$ cat config.mk
export PLATFORM = sky130hd
export DESIGN_NAME = fetch_pcgen
export DESIGN_NICKNAME = d
export VERILOG_FILES = /design/src/rtl/common.sv /design/src/rtl/fetch_pcgen_pkg.sv /design/src/rtl/pc_target_calc.sv /design/src/rtl/fetch_pcgen.sv
export SDC_FILE = /design/constraint.sdc
export NUM_CORES = 1
export LEC_CHECK = 0
export BUFFER_PORTS_ARGS = -buffer_cell sky130_fd_sc_hd__buf_2
export CAP_MARGIN = 15
export CELL_PAD_IN_SITES_DETAIL_PLACEMENT = 1
export CELL_PAD_IN_SITES_GLOBAL_PLACEMENT = 1
export CORE_UTILIZATION = 38
export CTS_BUF_LIST = sky130_fd_sc_hd__clkbuf_4 sky130_fd_sc_hd__clkbuf_8
export DETAILED_ROUTE_END_ITERATION = 12
export PLACE_DENSITY_LB_ADDON = 0.1
export SYNTH_ARGS = -nofsm -noshare
export SYNTH_HDL_FRONTEND = slang
export SYNTH_SLANG_ARGS = --single-unit
$ cat constraint.sdc
create_clock -name clk -period 2.6 [get_ports clk]
set_clock_uncertainty 0.2 [all_clocks]
set_input_delay 0.52 -clock clk [delete_from_list [all_inputs] [get_ports clk]]
set_output_delay 0.52 -clock clk [all_outputs]
set_load 0.005 [all_outputs]
$ cat src/rtl/common.sv
// +--------------------------------------------------------------------------+
// | common : pipeline-wide scalar types and the hazard-unit fetch command     |
// | Rev 1.0                                                                   |
// +--------------------------------------------------------------------------+
`default_nettype none

package common;

  typedef logic [63:0] u64;
  typedef logic [31:0] word_t;

  typedef enum logic [3:0] {
    MAINTAIN = 4'd0,
    PLUS4    = 4'd1,
    BEQ      = 4'd2,
    BNE      = 4'd3,
    BLT      = 4'd4,
    BGE      = 4'd5,
    BLTU     = 4'd6,
    BGEU     = 4'd7,
    JAL      = 4'd8,
    JALR_P   = 4'd9
  } instfunc_t;

endpackage

`default_nettype wire

$ cat src/rtl/fetch_pcgen_pkg.sv
// +--------------------------------------------------------------------------+
// | fetch_pcgen_pkg : fetch-sequencer state encoding and shared helpers       |
// | Rev 1.0                                                                   |
// +--------------------------------------------------------------------------+
`default_nettype none

package fetch_pcgen_pkg;
  import common::*;

  localparam u64 c_reset_pc = 64'h8000_0000;

  typedef enum logic [1:0] {
    S_IDLE = 2'd0,
    S_REQ  = 2'd1,
    S_DROP = 2'd2,
    S_HOLD = 2'd3
  } fetch_state_t;

  function automatic logic is_branch(input instfunc_t f);
    return f inside {BEQ, BNE, BLT, BGE, BLTU, BGEU};
  endfunction

endpackage

`default_nettype wire

$ cat src/rtl/pc_target_calc.sv
// +--------------------------------------------------------------------------+
// | pc_target_calc : decides whether decode redirects fetch, and where to     |
// | Rev 1.0                                                                   |
// +--------------------------------------------------------------------------+
`default_nettype none

module pc_target_calc
  import common::*, fetch_pcgen_pkg::*;
(
  input  instfunc_t instfunc,
  input  logic      br_taken,
  input  u64        br_pc,
  input  u64        br_offset,
  output logic      redirect,
  output u64        target
);

  assign redirect = (instfunc == JAL) || (instfunc == JALR_P) ||
                    (is_branch(instfunc) && br_taken);

  // JALR_P already carries the absolute target; everything else is PC-relative.
  assign target = (instfunc == JALR_P) ? br_offset : (br_pc + br_offset);

endmodule

`default_nettype wire

$ cat src/rtl/fetch_pcgen.sv
// +--------------------------------------------------------------------------+
// | fetch_pcgen : PC generator and ibus fetch sequencer feeding the IF/ID     |
// | latch; discards responses made stale by a redirect. Rev 1.0               |
// +--------------------------------------------------------------------------+
`default_nettype none

module fetch_pcgen
  import common::*, fetch_pcgen_pkg::*;
#(
  parameter u64 RESET_PC = c_reset_pc,
  parameter int INST_W   = 32
) (
  input  logic              clk,
  input  logic              reset,
  input  instfunc_t         instfunc,
  input  logic              br_taken,
  input  u64                br_pc,
  input  u64                br_offset,
  input  logic              id_ready,
  output logic              ireq_valid,
  output u64                ireq_addr,
  input  logic              iresp_data_ok,
  input  logic [INST_W-1:0] iresp_data,
  output logic              inst_valid,
  output logic [INST_W-1:0] inst,
  output u64                inst_pc,
  output logic              busy
);

  fetch_state_t      r_state, w_state_nxt;
  u64                r_pc, w_pc_nxt;
  u64                r_redir, w_redir_nxt;
  logic [INST_W-1:0] r_inst;
  u64                r_inst_pc;
  logic              w_capture;
  logic              w_redirect;
  u64                w_target;

  pc_target_calc u_target (
    .instfunc  (instfunc),
    .br_taken  (br_taken),
    .br_pc     (br_pc),
    .br_offset (br_offset),
    .redirect  (w_redirect),
    .target    (w_target)
  );

  always_ff @(posedge clk or negedge reset) begin
    if (!reset) begin
      r_state   <= S_IDLE;
      r_pc      <= RESET_PC;
      r_redir   <= '0;
      r_inst    <= '0;
      r_inst_pc <= '0;
    end else begin
      r_state <= w_state_nxt;
      r_pc    <= w_pc_nxt;
      r_redir <= w_redir_nxt;
      if (w_capture) begin
        r_inst    <= iresp_data;
        r_inst_pc <= r_pc;
      end
    end
  end

  always_comb begin
    w_state_nxt = r_state;
    w_pc_nxt    = r_pc;
    w_redir_nxt = r_redir;
    w_capture   = 1'b0;
    case (r_state)
      S_IDLE: w_state_nxt = S_REQ;
      S_REQ: begin
        // A response landing in the same cycle as a redirect is already stale.
        if (iresp_data_ok && w_redirect) begin
          w_pc_nxt = w_target;
        end else if (iresp_data_ok) begin
          w_capture   = 1'b1;
          w_pc_nxt    = r_pc + 64'd4;
          w_state_nxt = S_HOLD;
        end else if (w_redirect) begin
          w_redir_nxt = w_target;
          w_state_nxt = S_DROP;
        end
      end
      S_DROP: begin
        if (iresp_data_ok) begin
          w_pc_nxt    = w_redirect ? w_target : r_redir;
          w_state_nxt = S_REQ;
        end else if (w_redirect) begin
          w_redir_nxt = w_target;
        end
      end
      S_HOLD: begin
        if (w_redirect) begin
          w_pc_nxt    = w_target;
          w_state_nxt = S_REQ;
        end else if (id_ready && (instfunc != MAINTAIN)) begin
          w_state_nxt = S_REQ;
        end
      end
      default: w_state_nxt = S_IDLE;
    endcase
  end

  // The request stays up through S_DROP so the bus is never withdrawn.
  assign ireq_valid = (r_state == S_REQ) || (r_state == S_DROP);
  assign busy       = ireq_valid;
  assign ireq_addr  = r_pc;
  assign inst_valid = (r_state == S_HOLD);
  assign inst       = r_inst;
  assign inst_pc    = r_inst_pc;

endmodule

`default_nettype wire
==> flow_summary.rst, run 1 <==
.. list-table::
   :header-rows: 1

   * - Metric
     - Value
   * - Hold path cells
     - 2
   * - Mapped Avg Cell Area
     - around 8.6 um2
   * - Initial antenna violation count
     - 1
   * - Portion of total power attributed to sequential cells
     - between 20% and 30%
   * - Setup slack after layout
     - -0.749 ns
   * - Slew at the pin closest to its max-slew limit
     - ~0.81 ns
   * - Worst hold-check path type
     - input pin to flop
   * - Worst VDD drop
     - about 0.00050 V
   * - CP Buf/Inv Count
     - 2
   * - Async SR Flop Fraction
     - between 90% and 100%
   * - CP peak stage delay
     - 0.56 ns
   * - Crit path max-delay cell type
     - or4b_4
   * - Sw frac
     - a little over two fifths
   * - Length of the first detailed-routing pass in iterations
     - 6
   * - GPL Wtd Cong
     - a little under 1
   * - Worst setup path class
     - input pin to flop
   * - Width of the die
     - approximately 200 um
   * - Post-DR vias/cell
     - 5.88
   * - Worst rel slew slack
     - between 40% and 50%
   * - Required arrival time at the worst endpoint
     - between 2 and 3 ns
   * - Core area
     - 0.0407 mm2
   * - Worst EP arrival
     - between 3 and 4 ns
   * - Violations in the final reports
     - negative setup slack
   * - Setup violators final
     - between 100 and 150
   * - YS warnings
     - 0
   * - Overall Global Routing Usage
     - roughly a third
   * - Proportion of synthesized chip area in sequential cells
     - a little over a third
   * - Lkg Pwr
     - about 12 nW
   * - Die area
     - between 0.04 and 0.05 mm2
   * - Comb power frac
     - 58.1%
   * - Setup WS pre-CTS
     - -1.37 ns
   * - Flop and latch count out of synthesis
     - ~230
   * - Die outline height
     - between 200 and 250 um
   * - Levels on crit path
     - 15
   * - Share of cells above drive strength 1
     - between 50% and 60%
   * - Time the final worst path needs with I/O delays and setup
     - around 3.3 ns
   * - CTS root buffer
     - clkbuf_8
   * - Clock network fraction of total power
     - ~14%
   * - Power per cell area
     - 907 mW/mm2
   * - Synthesized Nets
     - approximately 2,100
   * - Drt drc
     - 0
   * - Residual overflow from global routing
     - 0
   * - Maximum clock frequency
     - 0.299 GHz
   * - Number of distinct library cell variants in the gate-level netlist after synthesis
     - 86
   * - Sum of net half-perimeters after detailed placement
     - about 56,000 um
   * - Clock insertion delay at the later pin of the skew report
     - 0.56 ns
   * - Final hold viol count
     - 0
   * - Global-route wire length before repair
     - between 100,000 and 150,000 um
   * - TritonCTS clock tree
     - done
   * - Number of cells produced by synthesis
     - ~1,800
   * - Status
     - finished with violations
   * - Detailed router's first-iteration violation count
     - 1,528
   * - Wirelength per Cell
     - about 24 um
   * - Post-synth EDFFs
     - 0
   * - Critical-path maximum fanout
     - 3
   * - Vias in the first global route
     - 19,400
   * - CTS sink cnt
     - approximately 230
   * - Standard-cell row count
     - 74
   * - Count of port buffers added during placement
     - 331
   * - Total Nets Final
     - between 2,000 and 3,000
   * - Number of antenna-violating nets in the routed design
     - 0
   * - Number of CTS-inserted buffers
     - 38
   * - Cell Chain, Critical Path
     - buf_6 -> ha_4 -> inv_2 -> fa_2 -> nor2b_4 -> o31a_4 -> a41oi_4 -> or4b_4 -> a211oi_4 -> o211ai_1 -> and2_4 -> xor2_2 -> a21oi_2 -> o21ai_0 -> a22oi_1
   * - Type of element launching the critical path
     - input pin
   * - Final Routed Wirelength
     - between 70,000 and 80,000 um
   * - Deepest clock path buffer count
     - 3
   * - Mapped cell area
     - between 0.015 and 0.02 mm2
   * - CTS H-tree lvls
     - 2
   * - Top delay family on crit path
     - compound AO/OA/AOI/OAI gates
   * - NetSw
     - approximately 10 mW
   * - Overall via count from detail_route
     - 19,200
   * - Final max-slew violation count
     - 0
   * - Worst r2r path cells
     - 11
   * - Setup repair after global routing missed its margin
     - true
   * - Number of maximum-capacitance violations
     - 0
   * - Post-synthesis to final-layout area growth
     - 65.0%
   * - Setup total negative slack
     - -39.45 ns
   * - Largest net degree at the start of global routing
     - 61
   * - Category of the worst setup path capture point
     - flop
   * - Clock transition time at the flip-flop clock pins of the worst setup and hold paths
     - 0.06 ns
   * - Effective utilization at floorplan
     - 38.5%
   * - Share of the clock period used by the worst path
     - 129%
   * - Internal Dissipation
     - between 10 and 15 mW
   * - Top-level I/O count
     - between 300 and 400
   * - Tightest hold margin
     - 0.0217 ns
   * - Prevailing post-synth register cell
     - dfrtp_1
-- flip-flops by register name, indices dropped and copies added (netlist names) --
register	cells
inst_pc	64
inst	32
r_state	2
r_redir	64
ireq_addr	64
-- area by class of cell --
type                            count  area (um2)
Antenna cell                        1        2.50
Tap cell                          532         666
Multi-Input combinational cell   1457       11700
Sequential cell                   226        5660
Clock inverter                      4        22.5
Fill cell                        4709       14900
Clock buffer                       61         790
Timing Repair Buffer              953        6910
Inverter                           30         113
-- synthesized netlist by cell type, drive strengths merged, types with 23 or more instances --
master	count	area [um2]
nand3	46	230
inv	30	113
a21o	24	180
o22ai	23	144
nand4	31	194
xnor2	56	490
dfrtp	225	5630
ha	68	851
clkbuf	109	409
a21oi	179	900
nand2	217	815
xor2	39	342
a31oi	26	163
nor3	26	146
mux2	108	1220
nor2	164	618
o21ai	174	886
-- cells by family (layout without fill, tap and decap cells) --
| logic type | Yosys count | after routing | share of synthesized area [%] |
|---|---|---|---|
| DFF | 226 | 226 | 36.1 |
| muxes | 120 | 120 | 8.52 |
| other | 0 | 1 | 0 |
| adders and majority gates | 69 | 69 | 5.55 |
| buffers and inverters | 147 | 1048 | 3.55 |
| AOI/OAI and AO/OA | 618 | 618 | 25.1 |
| and+or+nand+nor | 555 | 555 | 15.9 |
| xor gates and xnor gates | 95 | 95 | 5.31 |
-- through the flow --
step           util (%)  area (um2)  power (mW)  instances
2_1_floorplan         -       16200        12.1       1830
3_3_place_gp       55.0       22400        17.7       3126
3_5_place_dp       55.0       22400        18.3       3126
4_1_cts            60.8       24800        22.5       3244
5_1_grt            63.5       25900        24.7       3263
6_report           63.5       25900        23.5       3264
-- placed cells by master, fill, tap and decap left out, drive strengths merged, types with 12 or more instances in the layout --
| cell | instances |
|---|---|
| buf | 929 |
| dfrtp | 225 |
| nand2 | 217 |
| a21oi | 179 |
| o21ai | 174 |
| nor2 | 164 |
| mux2 | 108 |
| ha | 68 |
| clkbuf | 61 |
| xnor2 | 56 |
| nand3 | 46 |
| xor2 | 39 |
| nand4 | 31 |
| inv | 30 |
| nor3 | 26 |
| a31oi | 26 |
| a21o | 24 |
| dlygate4sd3 | 24 |
| o22ai | 23 |
| o211ai | 22 |
| o21a | 22 |
| o221ai | 19 |
| and3 | 18 |
| a221oi | 18 |
| o21bai | 15 |
| a211oi | 15 |
| mux2i | 12 |
-- power groups by stage --
stage	registers (mW)	logic (mW)	clock network, mW
finish	6.43	13.6	3.40
global route	6.63	14.5	3.58
CTS	6.38	12.6	3.46
detailed placement	6.42	11.9	0
global placement	6.26	11.4	0
floorplan	6.55	5.53	0
-- final timing paths --
| kind | from | endpoint | slack (ns) |
|---|---|---|---|
| hold reg to reg | inst_pc[47] | inst_pc[47] | 0.29 |
| max in group asynchronous | reset | ireq_addr[16] | 1.15 |
| hold / removal | iresp_data[21] | inst[21] | 0.02 |
| setup / recovery | br_pc[0] | ireq_addr[52] | -0.75 |
| setup reg to reg | ireq_addr[20] | ireq_addr[58] | -0.24 |
| min in group asynchronous | reset | ireq_addr[33] | 0.32 |
-- routing by layer --
metal / GRT usage (%) / wire (um) / part of all wire [%] / vias to the layer above
li1: - / - / - / 8447
met1: 48.5 / 34200 / 43 / 9652
met2: 56.3 / 37300 / 47 / 887
met3: 4.25 / 5310 / 6.7 / 212
met4: 9.21 / 3020 / 3.8 / 0
met5: 0 / 0 / 0 / -
-- what timing repair did --
action / 4_1_cts / 5_1_grt
pin swaps: 119 / 111
endpoints found under the setup margin: 102 / 104
resized for setup: 229 / 193
setup buffers: 33 / 31
hold buffers: 24 / 0
endpoints found under the hold margin: 75 / 0
Note: power is estimated with default switching activity, not from simulation.
==> inputs of run 2 (changes only) <==
Settings changed: CORE_MARGIN from default to 2.
==> run 2 against run 1 <==
  * The run still ends with negative setup slack left
  * Global-route usage decreased by 1.1 points
  * Sequential power is essentially flat
  * Worst hold slack got worse by 0.0014 ns
  * Clock power hardly changed
  * Combinational power about the same
  * Utilization increased by 0.083 points
  * Cell count is 0.28% higher
  * Worst setup slack lost 0.087 ns
  * First-iteration DRC count down 13%
  * Sequential cell count did not move
  * Wire length down 1.7%
  * Fmax shrank 2.5%
  * Highest routed layer unchanged
==> flow_summary.rst, run 2 (synthesized netlist as in run 1, its figures left out) <==
.. list-table::
   :header-rows: 1

   * - Metric
     - Value
   * - Power, Total
     - 23.7 mW
   * - Inserted Diodes
     - 0
   * - Final Routed Wirelength
     - 78,500 um
   * - Setup WS pre-CTS
     - -1.52 ns
   * - FILL cells
     - 4,702
   * - Worst rel slew slack
     - between 50 and 60%
   * - Setup violators final
     - 95
   * - Maximum clock frequency
     - slightly below 0.3 GHz
   * - Die outline height
     - around 210 um
   * - Vias in the first global route
     - between 15,000 and 20,000
   * - Register-to-Register Setup Slack
     - -0.34 ns
   * - Critical-path maximum fanout
     - 3
   * - Worst VDD drop
     - between 0.0006 and 0.0007 V
   * - Number of maximum-capacitance violations
     - 0
   * - Area of the multi-input gates
     - about 0.012 mm2
   * - Final core area utilization
     - 63.6%
   * - Clock insertion delay at the later pin of the skew report
     - between 0.5 and 0.6 ns
   * - CP peak stage delay
     - around 0.38 ns
   * - Cell Chain, Critical Path
     - buf_8 -> ha_4 -> inv_2 -> fa_2 -> nor2b_4 -> o31a_4 -> a41oi_4 -> buf_4 -> buf_6 -> o311ai_4 -> a41oi_4 -> buf_6 -> o21ai_4 -> a21boi_2 -> o21ai_1 -> xor2_1 -> buf_4 -> a221oi_2 -> a211oi_1
   * - Width of the die
     - around 210 um
   * - CP Buf/Inv Count
     - 6
   * - Die area
     - 0.0429 mm2
   * - Top delay family on crit path
     - compound AO/OA/AOI/OAI gates
   * - Worst EP arrival
     - around 3.7 ns
   * - Worst hold-check path type
     - input pin to flop
   * - FF/Latch Area
     - ~0.0057 mm2
   * - CTS H-tree lvls
     - 2
   * - Capture instance of the worst register-to-register path
     - ireq_addr[58]
   * - Top-level I/O count
     - between 300 and 400
   * - Length of the first detailed-routing pass in iterations
     - 7
   * - Violations in the final reports
     - negative setup slack
   * - Post-DR vias/cell
     - 5.75
   * - Number of antenna-violating nets in the routed design
     - 0
   * - Worst setup path class
     - input pin to flop
   * - Global-route wire length before repair
     - 114,000 um
   * - Wirelength per Cell
     - between 20 and 25 um
   * - Power per cell area
     - 915 mW/mm2
   * - Worst r2r path cells
     - 10
   * - Overall via count from detail_route
     - about 19,000
   * - Clock transition time at the flip-flop clock pins of the worst setup and hold paths
     - about 0.060 ns
   * - Initial antenna violation count
     - 0
   * - Final max-slew violation count
     - 0
   * - Time the final worst path needs with I/O delays and setup
     - ~3.4 ns
   * - Setup repair after global routing missed its margin
     - true
   * - Post-synthesis to final-layout area growth
     - 65.2%
   * - Share of the clock period used by the worst path
     - 132%
   * - Detailed router's first-iteration violation count
     - approximately 1,300
   * - Tightest hold margin
     - approximately 0.020 ns
   * - TritonCTS clock tree
     - done
   * - Levels on crit path
     - 19
   * - Share of cells above drive strength 1
     - roughly half
   * - Sum of net half-perimeters after detailed placement
     - 55,500 um
   * - Lkg Pwr
     - roughly 12 nW
   * - Required arrival time at the worst endpoint
     - 2.83 ns
   * - Setup total negative slack
     - -43.75 ns
   * - Launch point of the critical path
     - br_offset[0]
   * - Deepest clock path buffer count
     - 3
   * - Effective utilization at floorplan
     - approximately two fifths
   * - Final hold viol count
     - 0
   * - Crit path max-delay cell type
     - fa_2
   * - CTS sink cnt
     - about 230
   * - GPL Wtd Cong
     - roughly 0.94
   * - Status
     - finished with violations
   * - Setup slack after layout
     - -0.836 ns
   * - Total Nets Final
     - between 2,000 and 3,000
   * - Category of the worst setup path capture point
     - flop
   * - Core area
     - between 0.04 and 0.05 mm2
   * - Standard-cell row count
     - between 70 and 80
   * - Drt drc
     - 0
   * - Residual overflow from global routing
     - 0
   * - Commonest cells after routing, fill and taps aside
     - buf_4, buf_2, dfrtp_1
   * - CP Capture Point
     - ireq_addr[62]
   * - Type of element launching the critical path
     - input pin
   * - CTS root buffer
     - clkbuf_8
   * - Overall Global Routing Usage
     - approximately a third
   * - Commonest non-fill, non-tap cell in the layout
     - buf_4
   * - Slew at the pin closest to its max-slew limit
     - between 0.7 and 0.8 ns
   * - Number of CTS-inserted buffers
     - 37
   * - Largest net degree at the start of global routing
     - between 70 and 80
   * - Reg-to-reg critical path startpoint
     - ireq_addr[12]
   * - Count of port buffers added during placement
     - 331
==> run 2: cell count changes in the layout (fill, tap and decap cells not counted), sizes merged <==
cell,before,now
clkbuf,61,60
dlygate4sd3,24,26
bufinv,0,1
diode,1,0
clkinv,3,4
buf,929,936
==> run 2: how the worst min path moves through the flow <==
stage | slack, ns | start | end | cells past startpoint
after detailed placement | 0.23 | reset | inst_pc[49] | 1
final | 0.02 | iresp_data[5] | inst[5] | 2
after CTS | 0.005 | iresp_data[30] | inst[30] | 2
after floorplan | 0.02 | reset | inst[0] | 0
after global placement | 0.22 | reset | inst[0] | 1
after global routing | 0.001 | iresp_data[22] | inst[22] | 2
==> run 2: metrics by stage <==
step	area (um2)	cells
after floorplan	16200	1830
after global placement	22400	3133
after detailed placement	22400	3133
after CTS	25000	3253
after global routing	25900	3273
final	25900	3273
==> run 2: cell type report <==
cell class              count  area share (%)
clock inverters             6           0.222
inverters                  30           0.435
multi-input cells        1457            45.3
repair buffers            962            26.7
flip-flops and latches    226            21.8
clock buffers              60            2.92
well taps                 532            2.57
==> run 2: timing repair <==
action,in CTS,in global routing
pin swaps,157,147
buffers inserted,36,28
gates resized for setup,237,171
endpoints found under the setup margin,101,103
hold endpoints to repair,73,0
hold buffers,26,0
==> run 2: report_power, final <==
group	switching [mW]	internal [mW]	leakage (nW)
Sequential	1.15	5.29	2.67
Clock	1.48	1.94	0.433
Combinational	7.35	6.51	8.69
Total	9.98	13.7	11.8
==> run 2: routing by layer <==
| metal | track usage (%) | share of wire [%] | up-vias |
|---|---|---|---|
| li1 | - | - | 8473 |
| met1 | 47.4 | 44 | 9415 |
| met2 | 54.8 | 47 | 767 |
| met3 | 4.26 | 6.6 | 149 |
| met4 | 8.08 | 2.6 | 0 |
| met5 | 0 | 0 | - |
